==> config.mk <==
export PLATFORM = sky130hd
export DESIGN_NAME = video_timing_gen
export DESIGN_NICKNAME = d
export VERILOG_FILES = /design/src/rtl/video_timing_gen.sv
export SDC_FILE = /design/constraint.sdc
export NUM_CORES = 1
export LEC_CHECK = 0
export CAP_MARGIN = 20
export CELL_PAD_IN_SITES_DETAIL_PLACEMENT = 1
export CELL_PAD_IN_SITES_GLOBAL_PLACEMENT = 1
export CORE_MARGIN = 8
export CORE_UTILIZATION = 43
export DETAILED_ROUTE_END_ITERATION = 6
export PLACE_DENSITY_LB_ADDON = 0.25
export SKIP_CTS_REPAIR_TIMING = 1
export SYNTH_ARGS = -nofsm -noshare
export SYNTH_HDL_FRONTEND = slang
export SYNTH_SLANG_ARGS = --single-unit
==> constraint.sdc <==
create_clock -name clk -period 5.2 [get_ports clk]
set_input_delay 1.04 -clock clk [delete_from_list [all_inputs] [get_ports clk]]
set_output_delay 1.04 -clock clk [all_outputs]
set_load 0.05 [all_outputs]
==> src/rtl/video_timing_gen.sv <==
// Raster timing generator: pixel coordinates, active-video flag and syncs,
// plus syncs/blank delayed to match the RGB pixel pipeline.
module video_timing_gen #(
  parameter int H_ACTIVE        = 1280,
  parameter int H_FP            = 48,
  parameter int H_SYNC          = 112,
  parameter int H_BP            = 248,
  parameter int V_ACTIVE        = 1024,
  parameter int V_FP            = 1,
  parameter int V_SYNC          = 3,
  parameter int V_BP            = 38,
  parameter int SYNC_ACTIVE_LOW = 1,
  parameter int PIPE_DELAY      = 2
) (
  input  logic        clk,
  input  logic        reset,
  output logic [10:0] x,
  output logic [9:0]  y,
  output logic        valid,
  output logic        hsync,
  output logic        vsync,
  output logic        line_start,
  output logic        frame_start,
  output logic        hsync_out,
  output logic        vsync_out,
  output logic        blank_out
);

  localparam int H_TOTAL = H_ACTIVE + H_FP + H_SYNC + H_BP;
  localparam int V_TOTAL = V_ACTIVE + V_FP + V_SYNC + V_BP;

  localparam logic [10:0] H_LAST     = 11'(H_TOTAL - 1);
  localparam logic [10:0] V_LAST     = 11'(V_TOTAL - 1);
  localparam logic [10:0] H_ACT_END  = 11'(H_ACTIVE);
  localparam logic [10:0] V_ACT_END  = 11'(V_ACTIVE);
  localparam logic [10:0] HS_BEGIN   = 11'(H_ACTIVE + H_FP);
  localparam logic [10:0] HS_END     = 11'(H_ACTIVE + H_FP + H_SYNC);
  localparam logic [10:0] VS_BEGIN   = 11'(V_ACTIVE + V_FP);
  localparam logic [10:0] VS_END     = 11'(V_ACTIVE + V_FP + V_SYNC);
  localparam logic        SYNC_IDLE  = (SYNC_ACTIVE_LOW != 0);

  if (V_ACTIVE < 1 || V_ACTIVE > 1024 || H_ACTIVE < 1 || H_TOTAL > 2047 ||
      V_TOTAL > 2047 || PIPE_DELAY < 0 || PIPE_DELAY > 8) begin : g_bad_params
    $error("video_timing_gen: timing parameters out of range");
  end

  logic [10:0] r_hc;
  logic [10:0] r_vc;
  logic [10:0] r_x;
  logic [9:0]  r_y;
  logic        r_valid;
  logic        r_hsync;
  logic        r_vsync;
  logic        r_line_start;
  logic        r_frame_start;

  logic w_h_act;
  logic w_v_act;
  logic w_hs_win;
  logic w_vs_win;
  logic w_h_wrap;

  assign w_h_act  = r_hc < H_ACT_END;
  assign w_v_act  = r_vc < V_ACT_END;
  assign w_hs_win = (r_hc >= HS_BEGIN) && (r_hc < HS_END);
  assign w_vs_win = (r_vc >= VS_BEGIN) && (r_vc < VS_END);
  assign w_h_wrap = r_hc == H_LAST;

  always_ff @(posedge clk) begin
    if (reset) begin
      r_hc          <= '0;
      r_vc          <= '0;
      r_x           <= '0;
      r_y           <= '0;
      r_valid       <= 1'b0;
      r_hsync       <= SYNC_IDLE;
      r_vsync       <= SYNC_IDLE;
      r_line_start  <= 1'b0;
      r_frame_start <= 1'b0;
    end else begin
      if (w_h_wrap) begin
        r_hc <= '0;
        r_vc <= (r_vc == V_LAST) ? '0 : r_vc + 11'd1;
      end else begin
        r_hc <= r_hc + 11'd1;
      end
      // Outputs decode the pre-increment counters, so they trail hc/vc by one clock.
      r_x           <= w_h_act ? r_hc : '0;
      r_y           <= w_v_act ? r_vc[9:0] : '0;
      r_valid       <= w_h_act & w_v_act;
      r_hsync       <= w_hs_win ^ SYNC_IDLE;
      r_vsync       <= w_vs_win ^ SYNC_IDLE;
      r_line_start  <= r_hc == '0;
      r_frame_start <= (r_hc == '0) && (r_vc == '0);
    end
  end

  assign x           = r_x;
  assign y           = r_y;
  assign valid       = r_valid;
  assign hsync       = r_hsync;
  assign vsync       = r_vsync;
  assign line_start  = r_line_start;
  assign frame_start = r_frame_start;

  logic [2:0] w_tap;
  assign w_tap = {r_hsync, r_vsync, ~r_valid};

  if (PIPE_DELAY == 0) begin : g_no_pipe
    assign {hsync_out, vsync_out, blank_out} = w_tap;
  end else if (PIPE_DELAY > 0) begin : g_pipe
    localparam int PD = PIPE_DELAY;
    localparam logic [2:0] RST_TAP = {SYNC_IDLE, SYNC_IDLE, 1'b1};

    logic [3*PD-1:0] r_pipe;
    logic [3*PD+2:0] w_chain;

    // Newest tap in the low bits; the oldest stage sits at the top of r_pipe.
    assign w_chain = {r_pipe, w_tap};

    always_ff @(posedge clk) begin
      if (reset) r_pipe <= {PD{RST_TAP}};
      else       r_pipe <= w_chain[3*PD-1:0];
    end

    assign {hsync_out, vsync_out, blank_out} = r_pipe[3*PD-1 -: 3];
  end

endmodule

Word level (Yosys, flattened, before mapping)
Cells that the tools add are included.
W data, S select, Z words.
- output and inout port bits: 29
- flip-flop bits (word level): 54
- multiplexer cells: 1
- reductions and logical operators: 8
- order comparisons: 6
- equal/unequal tests: 2
- add/subtract/negate cells: 2
- bitwise operators: 6
- operators by type and width (kind ; count):
    $lt A11 B11 Y1 const B ; 4
    $add A11 B1 Y11 const B ; 2
    $eq A11 B11 Y1 const B ; 2
    $ge A11 B11 Y1 const B ; 2
    $logic_not A11 Y1 ; 2
    $mux W11 ; 1
    $reduce_or A2 Y1 ; 3
    $not A1 Y1 ; 5
    $logic_and A1 B1 Y1 ; 3
    $and A1 B1 Y1 ; 1

Logic depth before layout (Yosys ltp)
- depth in word-level cells: 3
- gate-level depth with buffers: 6
- mapped depth without buffers: 6

Least setup slack after synthesis
No wires, ideal clock.
- path kind: flip-flop to flip-flop
- from: register r_hc[0]
- to: register r_vc[10]
- clock period less this slack: 1913 ps
- arrival: 1847 ps
- data required time: 5134 ps
- cell stages (with the launch flop): 6
- setup slack: 3287 ps
- cells stage by stage: dfxtp_1 > ha_1 > nand4_1 > or4_4 > or3_1 > a21oi_2
- longest elaborated chain between the ends: 1
- RTL lines (what ; line ; text):
    from (decl) ; 47 ; logic [10:0] r_hc;
    from (signal assigned) ; 85 ; r_hc <= r_hc + 11'd1;
    $eq A11 B11 Y1 ; 67 ; assign w_h_wrap = r_hc == H_LAST;
    to (signal assigned) ; 83 ; r_vc <= (r_vc == V_LAST) ? '0 : r_vc + 11'd1;
    to (decl) ; 48 ; logic [10:0] r_vc;
Every way passes these cells.
A chain may end at the register's enable or synchronous reset.

Final worst setup path
- from: register r_valid (netlist: valid)
- to: output port valid
- RTL lines (what ; line ; text):
    from (decl) ; 51 ; logic r_valid;
    from (signal assigned) ; 90 ; r_valid <= w_h_act & w_v_act;
    to (decl) ; 19 ; output logic valid,
No word-level cell between the ends.

==> metrics list <==
- Least-Margin Pin Slew: 0.666 ns
- Across the run, the number of max-cap violations was 0.
* Flop2flop setup slack: 2.89 ns
- After the last flow step, the layout net total stands at 243.
* EDFF count, synth: 0
- Setup-failing EPs final: 0
* Number of synthesized register bits: 54
- Peak supply drop: 0.000110 V
- The floorplan step set the die height to 84.2 um.
- The worst setup path is launched from a flop.
- In this run the cell area of the synthesized design comes to 2000 um^2.
- Total negative setup slack: 0 ns
* CP max stage cell: sky130_fd_sc_hd__clkdlybuf4s50_1
* Async set or reset register ratio after synthesis: 0%
* Post-DRT Antenna Nets: 0
- Antenna violations before repair: 0
* Via count of the routed design: 1528
- The clock network burns 38.1% of the power.
- Along the worst path, the maximum fanout reaches 2.
* Global-route total usage across every layer: 13.3%
- In this run the horizontal extent of the chip is 84.2 um.
* Leading area contributor after synthesis: sky130_fd_sc_hd__dfxtp_1
* Net switching power figure: 0.166 mW
- Clock buffers created by TritonCTS: 5
- Root Driver: sky130_fd_sc_hd__clkbuf_8
- 31 I/O pins were placed.
* Yosys top cell area share: 54.0%
- The initial utilization of the core area, before any placement, comes to 43.5%.
* Buffer and inverter count on the worst path: 1
- Routed length per placed instance: 15.6 um
- Data arrives at the worst endpoint at 1.47 ns.
- Placeable core area: 4600 um^2
- After synthesis, flip-flops and latches occupy 54.0% of the total area.
- Setup repair after global routing left no endpoint under its margin.
- Hold path start: valid$_SDFF_PP0_
- Type of destination of the critical path: primary output
- A synthesized cell averages 9.67 um^2.
- For this design, the sink count on the clock tree is 54.
- The commonest cells after synthesis are sky130_fd_sc_hd__dfxtp_1, sky130_fd_sc_hd__nor2_1, sky130_fd_sc_hd__and2_1.
* Dpl hpwl: 3.12 mm
* Worst hold path depth: 1
- Reg2Reg Depth: 5
- The most common cell in the synthesized netlist is sky130_fd_sc_hd__dfxtp_1.
- Type of the worst min-delay path: flop to flop
- In the synthesized netlist, the number of instances is 207.
- Fill cell instance count of the final layout: 512
- Wires add up to 4.55 mm.
- On the final layout, the worst hold slack is 0.408 ns.
* Row cnt: 25
- Share of total power consumed by net switching: 22.4%
- CTS built an H-tree with a depth of 2.
- Per-cell via count in the routed design: 5.25
* Count of unresolved DRC violations after routing: 0
* Clk Latency, worst-skew pair: 0.31 ns
- The clock period could shrink to 2.51 ns.
- Max-slew violations: 0
- Between clock sinks in the finished design, the worst skew comes to 0.00929 ns.
* First-pass GRT wire length: 7.74 mm
* Max-Slew Margin vs Limit: 55.6%
- Slowest Stage Delay on Critical Path: 0.81 ns
* Clock buffer depth: 2
- Via count of the first global-routing pass: 1556
- For hold timing, the worst endpoint is g_pipe.r_pipe[0]$_SDFF_PP1_.
- TritonCTS built the clock tree.
- Cell internal power was estimated by the tool at 0.575 mW.
- The startpoint identified for the worst register-to-register timing path is r_hc[0]$_SDFF_PP0_.
* Endpoint of the worst-slack reg-to-reg timing path: r_vc[0]$_SDFFE_PP0N_
- Crit path max-delay family: buffers and inverters
* Result of the run: finished clean
- Derived from the worst setup path, the maximum achievable clock frequency is 398 MHz.
* Die area: 7090 um^2
* Series of cell instances along the critical path: clkdlybuf4s50_1
- Hold Violations, Final: 0
- Clock-pin slew was measured on the worst setup and hold paths at 0.09 ns.
- The congestion estimate from routability-driven global placement came to 0.777.
- From synthesis to final layout, the design area changed by 22.0%.
- In this run the power density over the cells is 304 nW/um^2.
- Initial detailed-routing violation count: 53
- Total of warnings raised by yosys: 0
- Pin count of the biggest net entering global routing: 18
* Grt total ovfl: 0
- Number of diodes: 0
- The worst setup path is of the flop to primary output kind.
- For this design the static power due to leakage is 0.909 nW.
- Number of optimization iterations in the first detailed-route pass: 4
* Data required, critical path: 4.16 ns
* Count of input and output buffers: 30
- Of the available clock period, the critical path in the final layout requires 48.3%.
* Most used flip-flop cell after synthesis: sky130_fd_sc_hd__dfxtp_1
* Net count after synthesis: 214
- Per report_power, the sequential group accounts for 57.1% of the total.
- Comb power frac: 4.9%
- Distinct cell type count after synthesis: 35
* Fraction of final layout cells with drive strength greater than 1: 7.59%
* Cells taking the most area after synthesis: sky130_fd_sc_hd__dfxtp_1, sky130_fd_sc_hd__and2_1, sky130_fd_sc_hd__nor2_1
[registers in the layout, summed over array words and instances (netlist names)]
signal         flops
x                 11
r_vc              11
valid              1
r_hc              11
frame_start        1
y                 10
line_start         1
hsync              1
g_pipe.r_pipe      6
vsync              1
[worst max-delay path by stage]
stage | from | end | slack [ns] | cells after the start
global placement | reset | frame_start$_SDFF_PP0_ | 2.56 | 5
detailed placement | reset | x[3]$_SDFF_PP0_ | 2.49 | 3
global route | valid$_SDFF_PP0_ | valid | 2.63 | 1
finish | valid$_SDFF_PP0_ | valid | 2.69 | 1
floorplan | r_hc[0]$_SDFF_PP0_ | r_vc[10]$_SDFFE_PP0N_ | 3.29 | 5
CTS | valid$_SDFF_PP0_ | valid | 2.67 | 1
[power groups by stage]
stage,sequential [mW],combinational [mW],clock (mW)
2_1_floorplan,0.444,0.0115,0
3_3_place_gp,0.432,0.0351,0
3_5_place_dp,0.432,0.0356,0
4_1_cts,0.423,0.0367,0.290
5_1_grt,0.424,0.0383,0.309
6_report,0.423,0.0360,0.282
[routing by layer]
metal / part of all wire [%] / track usage (%) / up-vias
met3: 4.2 / 3.78 / 8
met1: 50 / 17.8 / 730
met5: 0 / 0 / -
met2: 45 / 19.2 / 31
met4: 1.7 / 5.81 / 0
li1: - / - / 759
[per-stage QoR]
stage               cell area, um^2  worst slack, ns  instances  power (mW)  util (%)
floorplan                      2000             3.29        207       0.456         -
global placement               2330             2.56        283       0.468      50.6
detailed placement             2330             2.49        283       0.468      50.6
CTS                            2440             2.67        291       0.750      53.1
global route                   2440             2.63        291       0.771      53.1
finish                         2440             2.69        291       0.741      53.1
[cell usage in the layout (no fill, tap or decap), types with 2 or more instances in the layout]
cell type	instances
sky130_fd_sc_hd__a21oi_1	7
sky130_fd_sc_hd__and2_1	16
sky130_fd_sc_hd__and3_1	2
sky130_fd_sc_hd__and4_1	4
sky130_fd_sc_hd__clkbuf_8	5
sky130_fd_sc_hd__clkdlybuf4s50_1	30
sky130_fd_sc_hd__dfxtp_1	54
sky130_fd_sc_hd__ha_1	5
sky130_fd_sc_hd__inv_1	8
sky130_fd_sc_hd__nand2_1	9
sky130_fd_sc_hd__nand3_1	11
sky130_fd_sc_hd__nand4_1	6
sky130_fd_sc_hd__nor2_1	19
sky130_fd_sc_hd__nor3_1	9
sky130_fd_sc_hd__nor4_1	4
sky130_fd_sc_hd__o21ai_0	6
sky130_fd_sc_hd__or2_2	6
sky130_fd_sc_hd__or3_1	7
sky130_fd_sc_hd__xnor2_1	7
sky130_fd_sc_hd__xor2_1	5
[cell families (layout without fill, tap and decap cells)]
kind of cell,after synthesis,count (layout),share of synthesized area [%]
buf+inv,16,46,3.50
fa+ha+maj,5,5,3.13
flops,54,54,54.0
simple gates,101,101,28.3
compound gates,19,19,5.82
xor+xnor,12,12,5.25
[final cells by class]
type	count	area [um^2]	share of cell area [%]
Clock buffer	5	68.8	2.82
Clock inverter	3	43.8	1.79
Inverter	8	30.0	1.23
Multi-Input combinational cell	137	850	34.8
Sequential cell	54	1080	44.3
Tap cell	54	67.6	2.77
Timing Repair Buffer	30	300	12.3
(Power assumes the default switching activity.)
==> RTL change 1: new RTL, config.mk and constraints unchanged <==
`r_x` and `r_y` no longer have a reset.
--- a/src/rtl/video_timing_gen.sv
+++ b/src/rtl/video_timing_gen.sv
@@ -70,8 +70,6 @@
     if (reset) begin
       r_hc          <= '0;
       r_vc          <= '0;
-      r_x           <= '0;
-      r_y           <= '0;
       r_valid       <= 1'b0;
       r_hsync       <= SYNC_IDLE;
       r_vsync       <= SYNC_IDLE;
@@ -85,14 +83,17 @@
         r_hc <= r_hc + 11'd1;
       end
       // Outputs decode the pre-increment counters, so they trail hc/vc by one clock.
-      r_x           <= w_h_act ? r_hc : '0;
-      r_y           <= w_v_act ? r_vc[9:0] : '0;
       r_valid       <= w_h_act & w_v_act;
       r_hsync       <= w_hs_win ^ SYNC_IDLE;
       r_vsync       <= w_vs_win ^ SYNC_IDLE;
       r_line_start  <= r_hc == '0;
       r_frame_start <= (r_hc == '0) && (r_vc == '0);
     end
+  end
+
+  always_ff @(posedge clk) begin
+    r_x <= w_h_act ? r_hc : '0;
+    r_y <= w_v_act ? r_vc[9:0] : '0;
   end
 
   assign x           = r_x;
Formal check against the unedited RTL: differs if reset is asserted again (counterexample within 4 cycles, from zero or initial values and one cycle with reset high); with reset held inactive, the same outputs for 10 cycles.
==> RTL change 1 against the original RTL <==
Sequential cell count did not move; utilization fell by 0.79 points; register-to-register slack improved by 0.11 ns; total power rose by 0.29%; final area fell by 0.82%; area after synthesis rose by 0.44%; wire length rose by 2.9%; setup slack got worse by 0.10 ns; count of clock-buffer cells in the layout did not move; die area rose by 0.36%; critical path type is now in -> reg; largest power group unchanged.
==> RTL change 1: results (changes against the original RTL) <==
<table>
<tr><th>Metric</th><th>Value</th></tr>
<tr><th colspan="2">Worst setup path</th></tr>
<tr><td>Max stage delay cell, worst path</td><td>or4b_2</td></tr>
<tr><td>End of the worst register-to-register path</td><td>r_vc[7]$_SDFFE_PP0N_</td></tr>
<tr><td>Worst reg-to-reg setup slack</td><td>3.00 ns (+0.11 ns)</td></tr>
<tr><td>Worst r2r src</td><td>r_hc[6]$_SDFF_PP0_</td></tr>
<tr><td>Critical path capture point</td><td>frame_start$_SDFF_PP0_</td></tr>
<tr><td>Highest fanout seen on the critical path</td><td>13 (+11)</td></tr>
<tr><th colspan="2">Yosys</th></tr>
<tr><td>Cells taking the most area after synthesis</td><td>dfxtp_1 (54%), nor2_1 (4.5%), xnor2_1 (3.9%), ha_1 (3.1%), o31ai_1 (2.2%)</td></tr>
<tr><td>Fraction of the mapped netlist area in compound gates</td><td>5.60% (-0.21 points)</td></tr>
<tr><td>Synthesized net count</td><td>216 (+0.93%)</td></tr>
<tr><td>Most common library cells after synthesis</td><td>dfxtp_1 (54), nor2_1 (24), clkbuf_1 (10), inv_1 (9), xnor2_1 (9)</td></tr>
<tr><th colspan="2">Power and ir drop</th></tr>
<tr><td>LEAKAGE</td><td>0.000875 µW (-3.7%)</td></tr>
<tr><td>Max rail drop VDD</td><td>0.154 mV (+40%)</td></tr>
<tr><th colspan="2">Detailed routing</th></tr>
<tr><td>Total number of vias</td><td>1523 (-0.33%)</td></tr>
<tr><td>Routed Wire Length</td><td>4.68 mm (+2.9%)</td></tr>
<tr><th colspan="2">Cells and area</th></tr>
<tr><td>Number of ordinary inverters in the final layout</td><td>9 (+1)</td></tr>
<tr><td>Final-layout clock-cell area share</td><td>4.65% (+0.038 points)</td></tr>
<tr><td>Fillcell total</td><td>530 (+3.5%)</td></tr>
<tr><th colspan="2">Placed design</th></tr>
<tr><td>Setup Slack @ Placement</td><td>2.29 ns (-0.200 ns)</td></tr>
<tr><td>Global placer's final weighted congestion</td><td>0.734 (-5.5%)</td></tr>
<tr><th colspan="2">GRT</th></tr>
<tr><td>Via count of the first global-routing pass</td><td>1619 (+4.0%)</td></tr>
<tr><td>Met1 Use GR</td><td>16.1% (-1.7 points)</td></tr>
<tr><td>Grt met3 use</td><td>4.39% (+0.61 points)</td></tr>
<tr><th colspan="2">STA</th></tr>
<tr><td>Final period util</td><td>50.2% (+1.9 points)</td></tr>
<tr><td>Worst slew pin tran</td><td>0.888 ns (+0.222 ns)</td></tr>
<tr><th colspan="2">Status</th></tr>
<tr><td>Status</td><td>complete, no violations</td></tr>
</table>
[RTL change 1: cell types whose count changed after synthesis, moves of 3 or more]
cell and delta:
nand3_1 -4, clkbuf_1 +5, and4_1 -3, or4_1 +6, nor2b_1 +6, nor3_1 -4
o21ai_0 -4, or3_1 -6, o31ai_1 +6, and2_1 -9, nor2_1 +5
[RTL change 1: worst max-delay path, delay by kind of cell]
family,cells,cell delay (ns)
and+or+nand+nor,3,1.18
buffers and inverters,1,0.59
[RTL change 1: cells by family after synthesis]
family	count (synthesis)
and+or+nand+nor	96
DFF	54
buffers and inverters	23
AOI/OAI and AO/OA	18
xor gates and xnor gates	13
adders and majority gates	5
[RTL change 1: where the power goes]
part | internal, µW | switching (µW) | total (µW)
clock | 144 | 136 | 280
combinational | 13.3 | 25.1 | 38.3
sequential | 420 | 4.82 | 425
total | 578 | 166 | 743
[RTL change 1: metal layers]
layer	vias to the layer above	wire length, µm
met5	-	0
met4	0	38
met3	2	230
met2	28	2320
met1	740	2090
li1	753	-
==> RTL change 2: new RTL, same flow settings <==
Made on the original files. `PIPE_DELAY`: 2 -> 1.
--- a/src/rtl/video_timing_gen.sv
+++ b/src/rtl/video_timing_gen.sv
@@ -10,7 +10,7 @@
   parameter int V_SYNC          = 3,
   parameter int V_BP            = 38,
   parameter int SYNC_ACTIVE_LOW = 1,
-  parameter int PIPE_DELAY      = 2
+  parameter int PIPE_DELAY      = 1
 ) (
   input  logic        clk,
   input  logic        reset,
Function: changed (Yosys sat finds a counterexample within 4 cycles, from zero or initial values and one cycle with reset high).
==> RTL change 2 against the original RTL <==
Cell count down 1.4%; first-iteration DRC count up 43%; wire length up 1.8%; register-to-register slack better by 0.34 ns; setup slack worse by 0.0051 ns; non-clock buffer count unchanged; sequential cell count down 3; area after synthesis up 2.2%; sequential share of layout area down 2.6 points; maximum frequency down 0.20%; final area up 0.36%; total power up 1.4%; count of clock-buffer cells in the layout up 1; die area up 1.8%; largest power group unchanged.
==> RTL change 2: results (changes against the original RTL) <==
<table>
<tr><th>Metric</th><th>Value</th></tr>
<tr><th colspan="2">Status</th></tr>
<tr><td>Status</td><td>complete, no violations</td></tr>
<tr><th colspan="2">Yosys</th></tr>
<tr><td>Most common library cells after synthesis</td><td>dfxtp_1 (51), nor2_1 (21), and2_1 (16), nor3_1 (10), xnor2_1 (10)</td></tr>
<tr><td>Sequential area share after synthesis</td><td>49.9% (-4.1 points)</td></tr>
<tr><td>Number of distinct library cells after synthesis</td><td>41 (+17%)</td></tr>
<tr><td>Cells taking the most area after synthesis</td><td>dfxtp_1 (50%), and2_1 (4.9%), xnor2_1 (4.3%), nor2_1 (3.9%), ha_1 (3.1%)</td></tr>
<tr><th colspan="2">Worst setup path</th></tr>
<tr><td>Highest fanout seen on the critical path</td><td>18 (+16)</td></tr>
<tr><td>Cell type group with the largest total delay on the critical path</td><td>simple AND/OR/NAND/NOR gates</td></tr>
<tr><td>Delay of the slowest critical-path stage</td><td>0.73 ns (-0.08 ns)</td></tr>
<tr><td>Arrival time at the worst endpoint</td><td>2.72 ns (+1.25 ns)</td></tr>
<tr><td>Worst reg-to-reg setup slack</td><td>3.23 ns (+0.34 ns)</td></tr>
<tr><th colspan="2">Detailed routing</th></tr>
<tr><td>Routed len/inst</td><td>16.1 µm (+3.2%)</td></tr>
<tr><td>Number of design-rule violations left by the first detailed-router iteration</td><td>76 (+43%)</td></tr>
<tr><td>Total number of vias</td><td>1542 (+0.92%)</td></tr>
<tr><th colspan="2">Power and ir drop</th></tr>
<tr><td>Max rail drop VDD</td><td>0.127 mV (+16%)</td></tr>
<tr><th colspan="2">STA</th></tr>
<tr><td>Final setup skew</td><td>0.00823 ns (-0.00106 ns)</td></tr>
<tr><td>Hold slack final</td><td>0.403 ns (-0.00509 ns)</td></tr>
<tr><th colspan="2">GRT</th></tr>
<tr><td>Met1 Use GR</td><td>16.3% (-1.5 points)</td></tr>
<tr><td>Global-route wire length before repair</td><td>7.94 mm (+2.6%)</td></tr>
<tr><td>Via count of the first global-routing pass</td><td>1615 (+3.8%)</td></tr>
<tr><td>Grt met3 use</td><td>3.57% (-0.20 points)</td></tr>
<tr><td>Global-route track usage on met2</td><td>22.3% (+3.2 points)</td></tr>
<tr><td>Pin count of the biggest net entering global routing</td><td>19 (+1)</td></tr>
<tr><th colspan="2">Placed design</th></tr>
<tr><td>Global placer's final weighted congestion</td><td>0.759 (-2.4%)</td></tr>
<tr><td>Post-DP HPWL</td><td>3.27 mm (+4.8%)</td></tr>
<tr><th colspan="2">Cells and area</th></tr>
<tr><td>Final #Nets</td><td>239 (-1.6%)</td></tr>
</table>
-- RTL change 2: cell count changes after synthesis, sizes merged, moves of 2 or more --
| cell | before | now |
|---|---|---|
| a21oi | 8 | 6 |
| nand3 | 11 | 5 |
| buf | 3 | 6 |
| nor3 | 9 | 11 |
| xnor2 | 7 | 10 |
| nor2 | 19 | 21 |
| dfxtp | 54 | 51 |
| nor4b | 1 | 3 |
| o311ai | 0 | 2 |
| mux2i | 0 | 3 |
| or2 | 6 | 4 |
| xor2 | 5 | 2 |
| and4 | 4 | 2 |
-- RTL change 2: logic make-up (layout without fill, tap and decap cells) --
kind of cell,count (synthesis),in the layout,share of synthesized area [%]
AND/OR/NAND/NOR,99,99,29.5
flip-flops,51,51,49.9
buffers and inverters,20,47,6.30
AO/OA/AOI/OAI,16,16,4.59
XOR/XNOR,12,12,5.14
adder cells (fa/ha/maj),5,5,3.06
multiplexers,3,3,1.47
-- RTL change 2: power by group through the flow --
stage	Combinational, µW	Clock [µW]	Sequential (µW)
6_report	37.0	314	401
3_5_place_dp	37.6	0	410
3_3_place_gp	36.8	0	410
2_1_floorplan	15.7	0	421
5_1_grt	39.8	340	402
4_1_cts	37.8	326	401
-- RTL change 2: area by class of cell --
| class | instances | area (µm²) |
|---|---|---|
| Multi-Input combinational cell | 135 | 895 |
| Timing Repair Buffer | 30 | 300 |
| Clock buffer | 6 | 72.6 |
| Inverter | 9 | 33.8 |
| Tap cell | 54 | 67.6 |
| Fill cell | 528 | 2210 |
| Clock inverter | 2 | 60.1 |
| Sequential cell | 51 | 1020 |
-- RTL change 2: final timing paths --
kind | start | to | cells past startpoint
worst max-delay path | reset | frame_start$_SDFF_PP0_ | 5
worst min-delay path | valid$_SDFF_PP0_ | g_pipe.r_pipe[0]$_SDFF_PP1_ | 1
worst max register to register | r_hc[0]$_SDFF_PP0_ | r_vc[10]$_SDFFE_PP0N_ | 5
worst min register to register | valid$_SDFF_PP0_ | g_pipe.r_pipe[0]$_SDFF_PP1_ | 1
-- RTL change 2: metal layers --
layer | wire length, µm | up-vias
li1 | - | 749
met1 | 2140 | 751
met2 | 2190 | 37
met3 | 250 | 5
met4 | 44 | 0
met5 | 0 | -
-- RTL change 2: metrics by stage --
stage	setup WS (ns)	instance area, µm²	instances
after floorplan	3.27	2040	206
after global placement	2.42	2320	279
after detailed placement	2.36	2320	279
after CTS	2.66	2450	287
after global routing	2.48	2450	287
final	2.68	2450	287
